$ cat config.mk
export PLATFORM = sky130hd
export DESIGN_NAME = maze_tile_reader
export DESIGN_NICKNAME = d
export VERILOG_FILES = /design/src/rtl/maze_tile_reader.sv
export SDC_FILE = /design/constraint.sdc
export NUM_CORES = 1
export LEC_CHECK = 0
export CORE_MARGIN = 5
export CORE_UTILIZATION = 48
export DETAILED_ROUTE_END_ITERATION = 12
export GPL_ROUTABILITY_DRIVEN = 0
export PLACE_DENSITY = 0.75
export SLEW_MARGIN = 30
export SYNTH_ARGS = -nofsm -noshare
export SYNTH_HDL_FRONTEND = slang
export SYNTH_SLANG_ARGS = --single-unit
$ cat constraint.sdc
create_clock -name clock -period 2.3 [get_ports clock]
set_input_delay 0.46 -clock clock [delete_from_list [all_inputs] [get_ports clock]]
set_output_delay 0.46 -clock clock [all_outputs]
set_load 0.01 [all_outputs]
$ cat src/rtl/maze_tile_reader.sv
// Raster-order reader for the maze tile RAM. Streams one tile per valid/ready
// handshake with its coordinates and frame markers once generation has finished.
module maze_tile_reader #(
  parameter int unsigned WIDTH       = 30,
  parameter int unsigned HEIGHT      = 40,
  parameter int unsigned ADDR_WIDTH  = 11,
  parameter int unsigned COORD_WIDTH = 6
) (
  input  logic                   clock,
  input  logic                   reset,
  input  logic                   gen_end,
  input  logic                   start,
  input  logic                   continuous,
  output logic [ADDR_WIDTH-1:0]  maze_address,
  input  logic                   maze_address_data,
  output logic                   tile_valid,
  input  logic                   tile_ready,
  output logic                   tile_data,
  output logic [COORD_WIDTH-1:0] tile_x,
  output logic [COORD_WIDTH-1:0] tile_y,
  output logic                   tile_first,
  output logic                   tile_last,
  output logic                   busy,
  output logic                   frame_done
);

  typedef enum logic [1:0] {IDLE, ISSUE, WAIT, PRESENT} state_t;

  localparam logic [COORD_WIDTH-1:0] X_MAX = COORD_WIDTH'(WIDTH - 1);
  localparam logic [COORD_WIDTH-1:0] Y_MAX = COORD_WIDTH'(HEIGHT - 1);

  state_t                 state_q, state_d;
  logic [COORD_WIDTH-1:0] x_q, x_d, y_q, y_d;
  logic [ADDR_WIDTH-1:0]  addr_d;
  logic                   valid_d, data_d, first_d, last_d, busy_d, done_d;
  logic [COORD_WIDTH-1:0] tx_d, ty_d;
  logic                   at_first, at_last;

  // x_q/y_q track the tile currently being fetched or presented
  assign at_first = (x_q == '0) && (y_q == '0);
  assign at_last  = (x_q == X_MAX) && (y_q == Y_MAX);

  always_comb begin
    state_d = state_q;
    x_d     = x_q;
    y_d     = y_q;
    addr_d  = maze_address;
    valid_d = tile_valid;
    data_d  = tile_data;
    tx_d    = tile_x;
    ty_d    = tile_y;
    first_d = tile_first;
    last_d  = tile_last;
    done_d  = 1'b0;

    if (state_q != IDLE && !gen_end) begin
      // Abort wins over any handshake in the same cycle
      state_d = IDLE;
      valid_d = 1'b0;
      first_d = 1'b0;
      last_d  = 1'b0;
    end else begin
      case (state_q)
        IDLE: begin
          if (start && gen_end) begin
            state_d = ISSUE;
            addr_d  = '0;
            x_d     = '0;
            y_d     = '0;
          end
        end
        ISSUE: state_d = WAIT;
        WAIT: begin
          state_d = PRESENT;
          data_d  = maze_address_data;
          tx_d    = x_q;
          ty_d    = y_q;
          first_d = at_first;
          last_d  = at_last;
          valid_d = 1'b1;
        end
        PRESENT: begin
          if (tile_ready) begin
            valid_d = 1'b0;
            if (at_last) begin
              done_d = 1'b1;
              if (continuous) begin
                state_d = ISSUE;
                addr_d  = '0;
                x_d     = '0;
                y_d     = '0;
              end else begin
                state_d = IDLE;
              end
            end else begin
              state_d = ISSUE;
              addr_d  = maze_address + ADDR_WIDTH'(1);
              if (x_q == X_MAX) begin
                x_d = '0;
                y_d = y_q + COORD_WIDTH'(1);
              end else begin
                x_d = x_q + COORD_WIDTH'(1);
              end
            end
          end
        end
        default: state_d = IDLE;
      endcase
    end

    busy_d = (state_d != IDLE);
  end

  always_ff @(posedge clock or posedge reset) begin
    if (reset) begin
      state_q      <= IDLE;
      x_q          <= '0;
      y_q          <= '0;
      maze_address <= '0;
      tile_valid   <= 1'b0;
      tile_data    <= 1'b0;
      tile_x       <= '0;
      tile_y       <= '0;
      tile_first   <= 1'b0;
      tile_last    <= 1'b0;
      busy         <= 1'b0;
      frame_done   <= 1'b0;
    end else begin
      state_q      <= state_d;
      x_q          <= x_d;
      y_q          <= y_d;
      maze_address <= addr_d;
      tile_valid   <= valid_d;
      tile_data    <= data_d;
      tile_x       <= tx_d;
      tile_y       <= ty_d;
      tile_first   <= first_d;
      tile_last    <= last_d;
      busy         <= busy_d;
      frame_done   <= done_d;
    end
  end

endmodule

=== Yosys cells after proc, flatten, opt, wreduce, memory -nomap -nowiden ===
Cells that the tools add are included.

* Add/subtract/negate cells: 3
* Eq/ne operators: 10
* Mux-type cells: 32
* Bitwise operators: 1
* Reduce and logical (&&, ||, !) cells: 17

{| class="wikitable"
|+ Operators with widths
! operator !! count
|-
| 6-bit 2-to-1 mux || 8
|-
| 11-bit 2-to-1 mux || 4
|-
| 6-bit case mux with 2 select lines || 2
|-
| 11-bit case mux with 2 select lines || 1
|-
| 6-bit by 1-bit adder with 6-bit output, second input constant || 2
|-
| 6-bit logical NOT || 2
|-
| 11-bit by 1-bit adder with 11-bit output, second input constant || 1
|-
| 1-bit 2-to-1 mux || 11
|-
| 3-bit != test, second input constant || 3
|-
| 2-bit 2-to-1 mux || 4
|-
| 2-bit case mux with 4 select lines || 1
|-
| 2-bit nonzero test || 4
|-
| 6-bit by 5-bit equality test with 1-bit output, second input constant || 1
|-
| 6-bit equality test, second input constant || 1
|-
| 6-bit AND reduction || 1
|-
| 5-bit AND reduction || 1
|-
| 2-bit equality test, second input constant || 2
|-
| 1-bit logical AND || 4
|-
| 2-bit != test, second input constant || 2
|-
| 2-bit AND reduction || 2
|-
| 3-bit nonzero test || 1
|-
| 2-bit by 1-bit equality test with 1-bit output, second input constant || 1
|-
| 2-bit logical NOT || 1
|-
| 1-bit case mux with 2 select lines || 1
|-
| other kinds (2) || 2
|}

* Bits in registers: 43
* Bits of input ports: 7
* Output and inout bits: 29
* Word-level logic and storage cells: 75

=== Depth between registers and ports, before layout ===
Gate-level depths: netlist (run 1).

* Depth in word-level cells: 7
* Depth in mapped cells: 8
* Mapped depth without buffers: 6

=== Least setup slack after synthesis (run 1) ===
Ideal clock, no wire load.

* Path kind: flip-flop to flip-flop
* From: reg state_q[0]
* To: reg y_q[3]
* Library setup time: 0.137 ns
* Arrival time: 2.059 ns
* Data required time: 2.163 ns
* Setup slack: 0.104 ns
* Stages on the path, launching flop included: 9
* Buffers on the path: 2
* Clock period less this slack: 2.196 ns
* Cells stage by stage: dfrtp_1 inv_1 ha_1 nor2b_1 or4_1 buf_2 buf_2 o41ai_1 o31ai_1

* Cells in the longest elaborated chain, start to end: 4
* Elaborated cells on any way between the ends: 12
* Classes of those cells: 5 x eq/ne; 1 x mux; 1 x bitwise; 5 x reduce/logical

{| class="wikitable"
|+ RTL lines
! item !! RTL line !! source
|-
| start, declared || 32 || <nowiki>state_t state_q, state_d;</nowiki>
|-
| start signal, assigned || 129 || <nowiki>state_q <= state_d;</nowiki>
|-
| branches (longest 4 deep; another with 6-bit AND reduction) || n/a ||
|-
| end signal, assigned || 131 || <nowiki>y_q <= y_d;</nowiki>
|-
| end, declared || 33 || <nowiki>logic [COORD_WIDTH-1:0] x_q, x_d, y_q, y_d;</nowiki>
|}

Several ways; the timed one is not identified.
A chain may end at the register's enable or synchronous reset.

=== Worst setup path in the final report (run 1) ===
* From: reg state_q[0]
* To: reg x_q[4]

* Cells in the longest elaborated chain, start to end: 4
* Elaborated cells on any way between the ends: 11
* Classes of those cells: 4 x eq/ne; 1 x mux; 1 x bitwise; 5 x reduce/logical

{| class="wikitable"
|+ RTL lines
! item !! RTL line !! source
|-
| branches (longest 4 deep; another with 5-bit AND reduction) || n/a ||
|-
| end signal, assigned || 117 || <nowiki>x_q <= '0;</nowiki>
|-
| end signal, assigned || 130 || <nowiki>x_q <= x_d;</nowiki>
|-
| end, declared || 33 ||
|}

Several ways; the timed one is not identified.

==> impl_metrics.json, run 1 <==
{
  "hold_end": "tile_y[0]",
  "cts_buffers": 5,
  "avgSynthCellArea_um2": 9.88,
  "critPathBufInv": 2,
  "insertion_delay_ps": 290,
  "p_per_area_mw_per_mm2": 822,
  "comb_power_share_pct": 42.9,
  "io_buffers": 35,
  "layout_setup_ws_ps": 78.6,
  "worstSetupStartpointType": "register",
  "slew_headroom_pct": 60.5,
  "period_share_pct": 96.6,
  "hold_depth": 2,
  "cts-root-buf": "clkbuf_8",
  "final_cell_mix": "dfrtp_1 (43), clkdlybuf4s50_1 (35), o21ai_0 (19), buf_4 (19), nand2_1 (18)",
  "pre_cts_ws_ps": -143,
  "synth-seq-cells": 43,
  "syn_to_final_growth_pct": 30.5,
  "wl_per_cell_um": 15.6,
  "ys_async_sr_fraction_pct": 100,
  "cp_max_fo": 11,
  "cap_violations": 0,
  "fin_skew_ps": 2.92,
  "dp_hpwl_um": 3760,
  "syn-num-nets": 249,
  "hold_start": "tile_y[0]",
  "tightest_slew_ps": 592,
  "rows": 25,
  "rsz0062_at_grt": "false",
  "clockBufferDepth": 2,
  "r2r-end": "x_q[4]",
  "antenna_found_initial": 0,
  "fp.dieH_um": 79.3,
  "drtPass1Iterations": 5,
  "drt_wl_total_um": 5330,
  "end_kind": "register",
  "vias": 2050,
  "peakVddDrop_mv": 0.535,
  "pin_count": 36,
  "fin_util_pct": 64.0,
  "yosysSeqAreaShare_pct": 46.7,
  "cts.sinks": 43,
  "path_class": "register to register",
  "p_seq_share_pct": 37.3,
  "yosysUniqueCellTypes": 45,
  "rr_worst_depth": 7,
  "cellLeakagePower_nw": 1.27,
  "postRouteAntennaNets": 0,
  "core_area_mm2": 0.00469,
  "min_path_type": "register to register",
  "r2r-start": "state_q[0]",
  "r2r_setup_slack_ps": 80,
  "grt_max_degree": 44,
  "drc": 0,
  "dieArea_mm2": 0.00628,
  "fp.dieW_um": 79.3,
  "netSwitchingPower_w": 0.000861,
  "yosys_warnings": 0,
  "final-hold-violation-count": 0,
  "syn_area_mm2": 0.00230,
  "status": "completed",
  "power_frac_clock_pct": 19.8,
  "grt_pass1_vias": 1965,
  "cpLargestDelayFamily": "simple AND/OR/NAND/NOR gates",
  "required_ps": 2520,
  "drive_gt1_share_pct": 17.0,
  "power.internal_w": 0.00161,
  "path_clk_slew_ps": 80,
  "drt_iter0_markers": 146,
  "viasPerCell": 5.99,
  "tritoncts": "built",
  "swShare_pct": 34.9,
  "clock.fmax_mhz": 450,
  "htree_num_levels": 2,
  "setup_viol": 0,
  "grt_use_total_pct": 18.0,
  "synth_edf_count": 0,
  "gr-total-overflow": 0,
  "crit_chain": "buf_4 -> ha_1 -> nor2b_1 -> or4_4 -> buf_6 -> or4_1 -> a21oi_1",
  "cp_slowest_cell": "or4_1",
  "worst_path_largest_cell_delay_ps": 500,
  "grt_first_pass_wirelength_um": 9010,
  "maxSlewViolCount": 0,
  "critPathArrivalTime_ps": 2440,
  "ys.flop_type": "dfrtp_1",
  "final_nets": 304,
  "fin_crit_ps": 2220,
  "start_util_pct": 49.1,
  "cts_hold_buf": 0,
  "synth_cells": 233,
  "final_common_cell": "dfrtp_1",
  "antenna_cells": 0,
  "tns_ps": 0
}
-- power groups by stage --
stage / Clock, W / Sequential [W] / Combinational [W]
finish: 0.000489 / 0.000921 / 0.00106
global route: 0.000527 / 0.000938 / 0.00117
global placement: 0 / 0.000936 / 0.000979
detailed placement: 0 / 0.000939 / 0.000992
CTS: 0.000502 / 0.000924 / 0.00100
floorplan: 0 / 0.000956 / 0.000529
-- layer usage --
metal  up-vias  wire length (um)  global-route usage (%)
met3         9               349                    4.08
met1       973              2390                    23.5
met2        74              2480                    29.2
met5         -                 0                       0
met4         0               106                    6.70
li1        994                 -                       -
-- worst min-delay path: stages, from the launching register on --
cell     delay [ps]
dfrtp_1         350
nand2_1          40
o21ai_0          60
-- cell families (layout without fill, tap and decap cells) --
logic type | Yosys count | in the layout | share of synthesized area (%)
simple gates | 80 | 80 | 19.7
fa+ha+maj | 9 | 9 | 4.89
flops | 43 | 43 | 46.7
buf+inv | 25 | 80 | 4.18
mux | 12 | 12 | 5.71
compound gates | 64 | 64 | 18.8
-- state kept, by name, indices dropped and copies added, names as in the netlist --
| name | count |
|---|---|
| busy | 1 |
| x_q | 6 |
| y_q | 6 |
| tile_first | 1 |
| tile_x | 6 |
| tile_data | 1 |
| tile_y | 6 |
| state_q | 2 |
| tile_valid | 1 |
| maze_address | 11 |
| tile_last | 1 |
| frame_done | 1 |
-- stage by stage --
| stage | cells | total power (W) | hold WS, ps | instance area, um^2 |
|---|---|---|---|---|
| floorplan | 233 | 0.00149 | 516 | 2300 |
| global placement | 333 | 0.00191 | 460 | 2880 |
| detailed placement | 333 | 0.00193 | 470 | 2880 |
| CTS | 340 | 0.00243 | 488 | 2970 |
| global route | 342 | 0.00264 | 507 | 3000 |
| finish | 342 | 0.00247 | 481 | 3000 |
-- final cells by class --
cell class	count	area (um^2)
Clock buffer	6	82.6
Clock inverter	1	5.00
Fill cell	399	1690
Inverter	15	56.3
Multi-Input combinational cell	165	1150
Sequential cell	43	1080
Tap cell	54	67.6
Timing Repair Buffer	58	564
-- cells in the mapped netlist, types with 2 or more instances --
library cell,n,area share (%)
o22ai_1,2,0.54
clkbuf_1,8,1.3
and3_1,5,1.4
a31oi_1,9,2.4
a21boi_0,2,0.65
o21ai_1,2,0.43
o21ai_0,19,4.1
or4_1,3,0.98
nor2b_1,3,0.82
inv_1,14,2.3
dfrtp_1,43,47
a41oi_1,10,3.8
o41ai_1,3,1.1
ha_1,9,4.9
mux2i_1,3,1.3
a21oi_1,3,0.65
mux2_2,9,4.4
a211oi_1,2,0.65
buf_2,2,0.43
o31ai_1,3,0.98
nand2_1,18,2.9
nand4_1,7,1.9
nand3_1,13,2.8
nor4b_1,2,0.76
nor4_1,2,0.54
o31a_1,2,0.76
nand2b_1,6,1.6
nor2_1,8,1.3
nor3_1,5,1.1
-- worst max-delay path by stage --
stage / depth (start not counted) / slack (ps) / to / start
5_1_grt: 7 / 10 / x_q[4] / state_q[0]
3_5_place_dp: 6 / -140 / x_q[4] / gen_end
2_1_floorplan: 8 / 100 / y_q[3] / state_q[0]
3_3_place_gp: 6 / -110 / x_q[4] / gen_end
6_report: 7 / 80 / x_q[4] / state_q[0]
4_1_cts: 6 / 8 / x_q[4] / state_q[0]
-- repair_timing --
| item | CTS | global route |
|---|---|---|
| endpoints found under the hold margin | 0 | 0 |
| setup buffers | 0 | 2 |
| setup endpoints to repair | 0 | 17 |
| gates resized for setup | 0 | 3 |
Note: power is estimated with default switching activity, not from simulation.
==> run 2, diff against run 1 <==
--- a/config.mk
+++ b/config.mk
@@ -7,3 +7,2 @@
 export LEC_CHECK = 0
-export CORE_MARGIN = 5
 export CORE_UTILIZATION = 48
@@ -11,2 +10,3 @@
 export GPL_ROUTABILITY_DRIVEN = 0
+export GPL_TIMING_DRIVEN = 0
 export PLACE_DENSITY = 0.75
--- a/constraint.sdc
+++ b/constraint.sdc
@@ -3,2 +3,2 @@
 set_output_delay 0.46 -clock clock [all_outputs]
-set_load 0.01 [all_outputs]
+set_load 0.1 [all_outputs]
==> impl_metrics.json, run 2 (synthesis results as in run 1) <==
{
  "clock.fmax_mhz": 446,
  "final_cell_mix": "dfrtp_1 (43), clkdlybuf4s50_1 (24), o21ai_0 (19)",
  "worst_path_largest_cell_delay_ps": 1130,
  "fp.dieW_um": 71.3,
  "path_class": "register to output pin",
  "drt_iter0_markers": 105,
  "tritoncts": "built",
  "end_kind": "output pin",
  "status": "finished, violations left",
  "p_per_area_mw_per_mm2": 961,
  "wl_per_cell_um": 15.4,
  "cts.sinks": 43,
  "final_common_cell": "dfrtp_1",
  "cts_buffers": 5,
  "period_share_pct": 97.5,
  "syn_to_final_growth_pct": 25.8,
  "gr-total-overflow": 0,
  "fp.dieH_um": 71.3,
  "drtPass1Iterations": 9,
  "slew_headroom_pct": 35.3,
  "setup_viol": 0,
  "setup.worst_path.start": "tile_y[0]",
  "core_area_mm2": 0.00447,
  "tightest_slew_ps": 967,
  "r2r-end": "x_q[4]",
  "cpLargestDelayFamily": "buffers and inverters",
  "path_clk_slew_ps": 80,
  "power.internal_w": 0.00148,
  "dp_hpwl_um": 3590,
  "cap_violations": 0,
  "placed_cells": 321,
  "power_frac_clock_pct": 16.9,
  "rows": 24,
  "fin_crit_ps": 2240,
  "cp_slowest_cell": "clkdlybuf4s50_1",
  "swShare_pct": 46.7,
  "worstSetupStartpointType": "register",
  "grt_pass1_vias": 1992,
  "dieArea_mm2": 0.00508,
  "largest_reg_flops": 11,
  "drive_gt1_share_pct": 13.6,
  "viasPerCell": 6.02,
  "r2r-start": "state_q[0]",
  "grt_max_degree": 25,
  "cp-endpoint": "tile_y[0]",
  "fin_skew_ps": 11.0,
  "netSwitchingPower_w": 0.00130,
  "antenna_found_initial": 0,
  "antenna_cells": 0,
  "vias": 1993,
  "drt_wl_total_um": 5100,
  "rr_worst_depth": 7,
  "crit_chain": "clkdlybuf4s50_1",
  "io_buffers": 35,
  "final-hold-violation-count": 0,
  "required_ps": 1840,
  "cts_hold_buf": 0,
  "comb_power_share_pct": 50.0,
  "p_seq_share_pct": 33.1,
  "regMostFlops": "maze_address",
  "r2r_setup_slack_ps": 80,
  "cp_max_fo": 2,
  "postRouteAntennaNets": 0,
  "critPathArrivalTime_ps": 1780,
  "worst_hold_slack_ps": 485,
  "htree_num_levels": 2,
  "grt_use_total_pct": 22.1,
  "insertion_delay_ps": 300,
  "clockBufferDepth": 2,
  "cp.depth": 1,
  "final_nets": 294,
  "min_path_type": "input port to async pin",
  "violations": "DRC",
  "cellLeakagePower_nw": 1.25,
  "drc": 5,
  "cts-root-buf": "clkbuf_8",
  "maxSlewViolCount": 0,
  "final_cells": 331,
  "critPathBufInv": 1,
  "start_util_pct": 51.5,
  "peakVddDrop_mv": 0.571,
  "grt_first_pass_wirelength_um": 8920,
  "pin_count": 36
}
==> run 2: cell types whose count changed in the layout (fill, tap and decap cells not counted), moves of 2 or more <==
| cell | before | now |
|---|---|---|
| buf_4 | 19 | 2 |
| clkdlybuf4s50_1 | 35 | 24 |
| dlygate4sd2_1 | 0 | 10 |
| clkbuf_1 | 0 | 8 |
| buf_12 | 3 | 0 |
| inv_1 | 14 | 12 |
| inv_2 | 1 | 3 |
| o41ai_1 | 3 | 1 |
| o41ai_2 | 0 | 2 |
==> run 2: metal layers <==
layer	part of all wire (%)	track usage, %	up-vias
li1	-	-	972
met1	47	30.0	968
met2	48	36.0	46
met3	4.1	3.38	7
met4	1.5	8.67	0
met5	0	0	-
==> run 2: timing repair <==
action                                  4_1_cts  5_1_grt
setup buffers                                 2        0
gates resized for setup                      14       13
endpoints found under the setup margin       28       20
pin swaps                                     1        1
endpoints found under the hold margin         0        0
==> run 2: stage by stage <==
stage	instance area, um^2	setup TNS [ps]	utilization [%]	total power [W]	worst slack [ps]
2_1_floorplan	2300	0	-	0.00191	104
3_3_place_gp	2720	-10180	60.7	0.00221	-481
3_5_place_dp	2750	-7590	61.4	0.00222	-486
4_1_cts	2850	0	63.7	0.00274	3.23
5_1_grt	2900	-0.214	64.7	0.00293	-0.214
6_report	2900	0	64.7	0.00278	57.1
==> run 2: worst min-delay path by stage <==
stage / start / to / slack, ps / cells past startpoint
floorplan: y_q[4] / y_q[4] / 530 / 1
global placement: tile_y[5] / tile_y[5] / 460 / 2
detailed placement: tile_x[1] / tile_x[1] / 470 / 2
CTS: tile_y[5] / tile_y[5] / 490 / 2
global route: maze_address[10] / maze_address[10] / 510 / 1
finish: reset / state_q[1] / 490 / 2
==> run 2: power groups by stage <==
stage / clock network [W] / logic [W] / registers [W]
3_3_place_gp: 0 / 0.00128 / 0.000935
2_1_floorplan: 0 / 0.000531 / 0.00138
5_1_grt: 0.000511 / 0.00149 / 0.000933
4_1_cts: 0.000483 / 0.00133 / 0.000917
6_report: 0.000471 / 0.00139 / 0.000920
3_5_place_dp: 0 / 0.00129 / 0.000938
==> run 2: area by class of cell <==
class | instances | area (um^2)
Timing Repair Buffer | 38 | 383
Buffer | 10 | 53.8
Clock inverter | 2 | 12.5
Sequential cell | 43 | 1080
Clock buffer | 6 | 72.6
Multi-Input combinational cell | 165 | 1180
Inverter | 15 | 56.3
Tap cell | 52 | 65.1
Fill cell | 378 | 1580
==> run 2: worst reg2reg max path, delay by kind of cell, from the launching register on <==
family | cells | cell delay, ps
and+or+nand+nor | 3 | 1090
DFF | 1 | 410
buffers and inverters | 2 | 310
adders and majority gates | 1 | 200
AOI/OAI and AO/OA | 1 | 150
==> run 3, diff against run 2 <==
- CAP_MARGIN: default -> 20
==> results of run 3 <==
The final DEF is identical to that of run 2; final timing and power are the same.
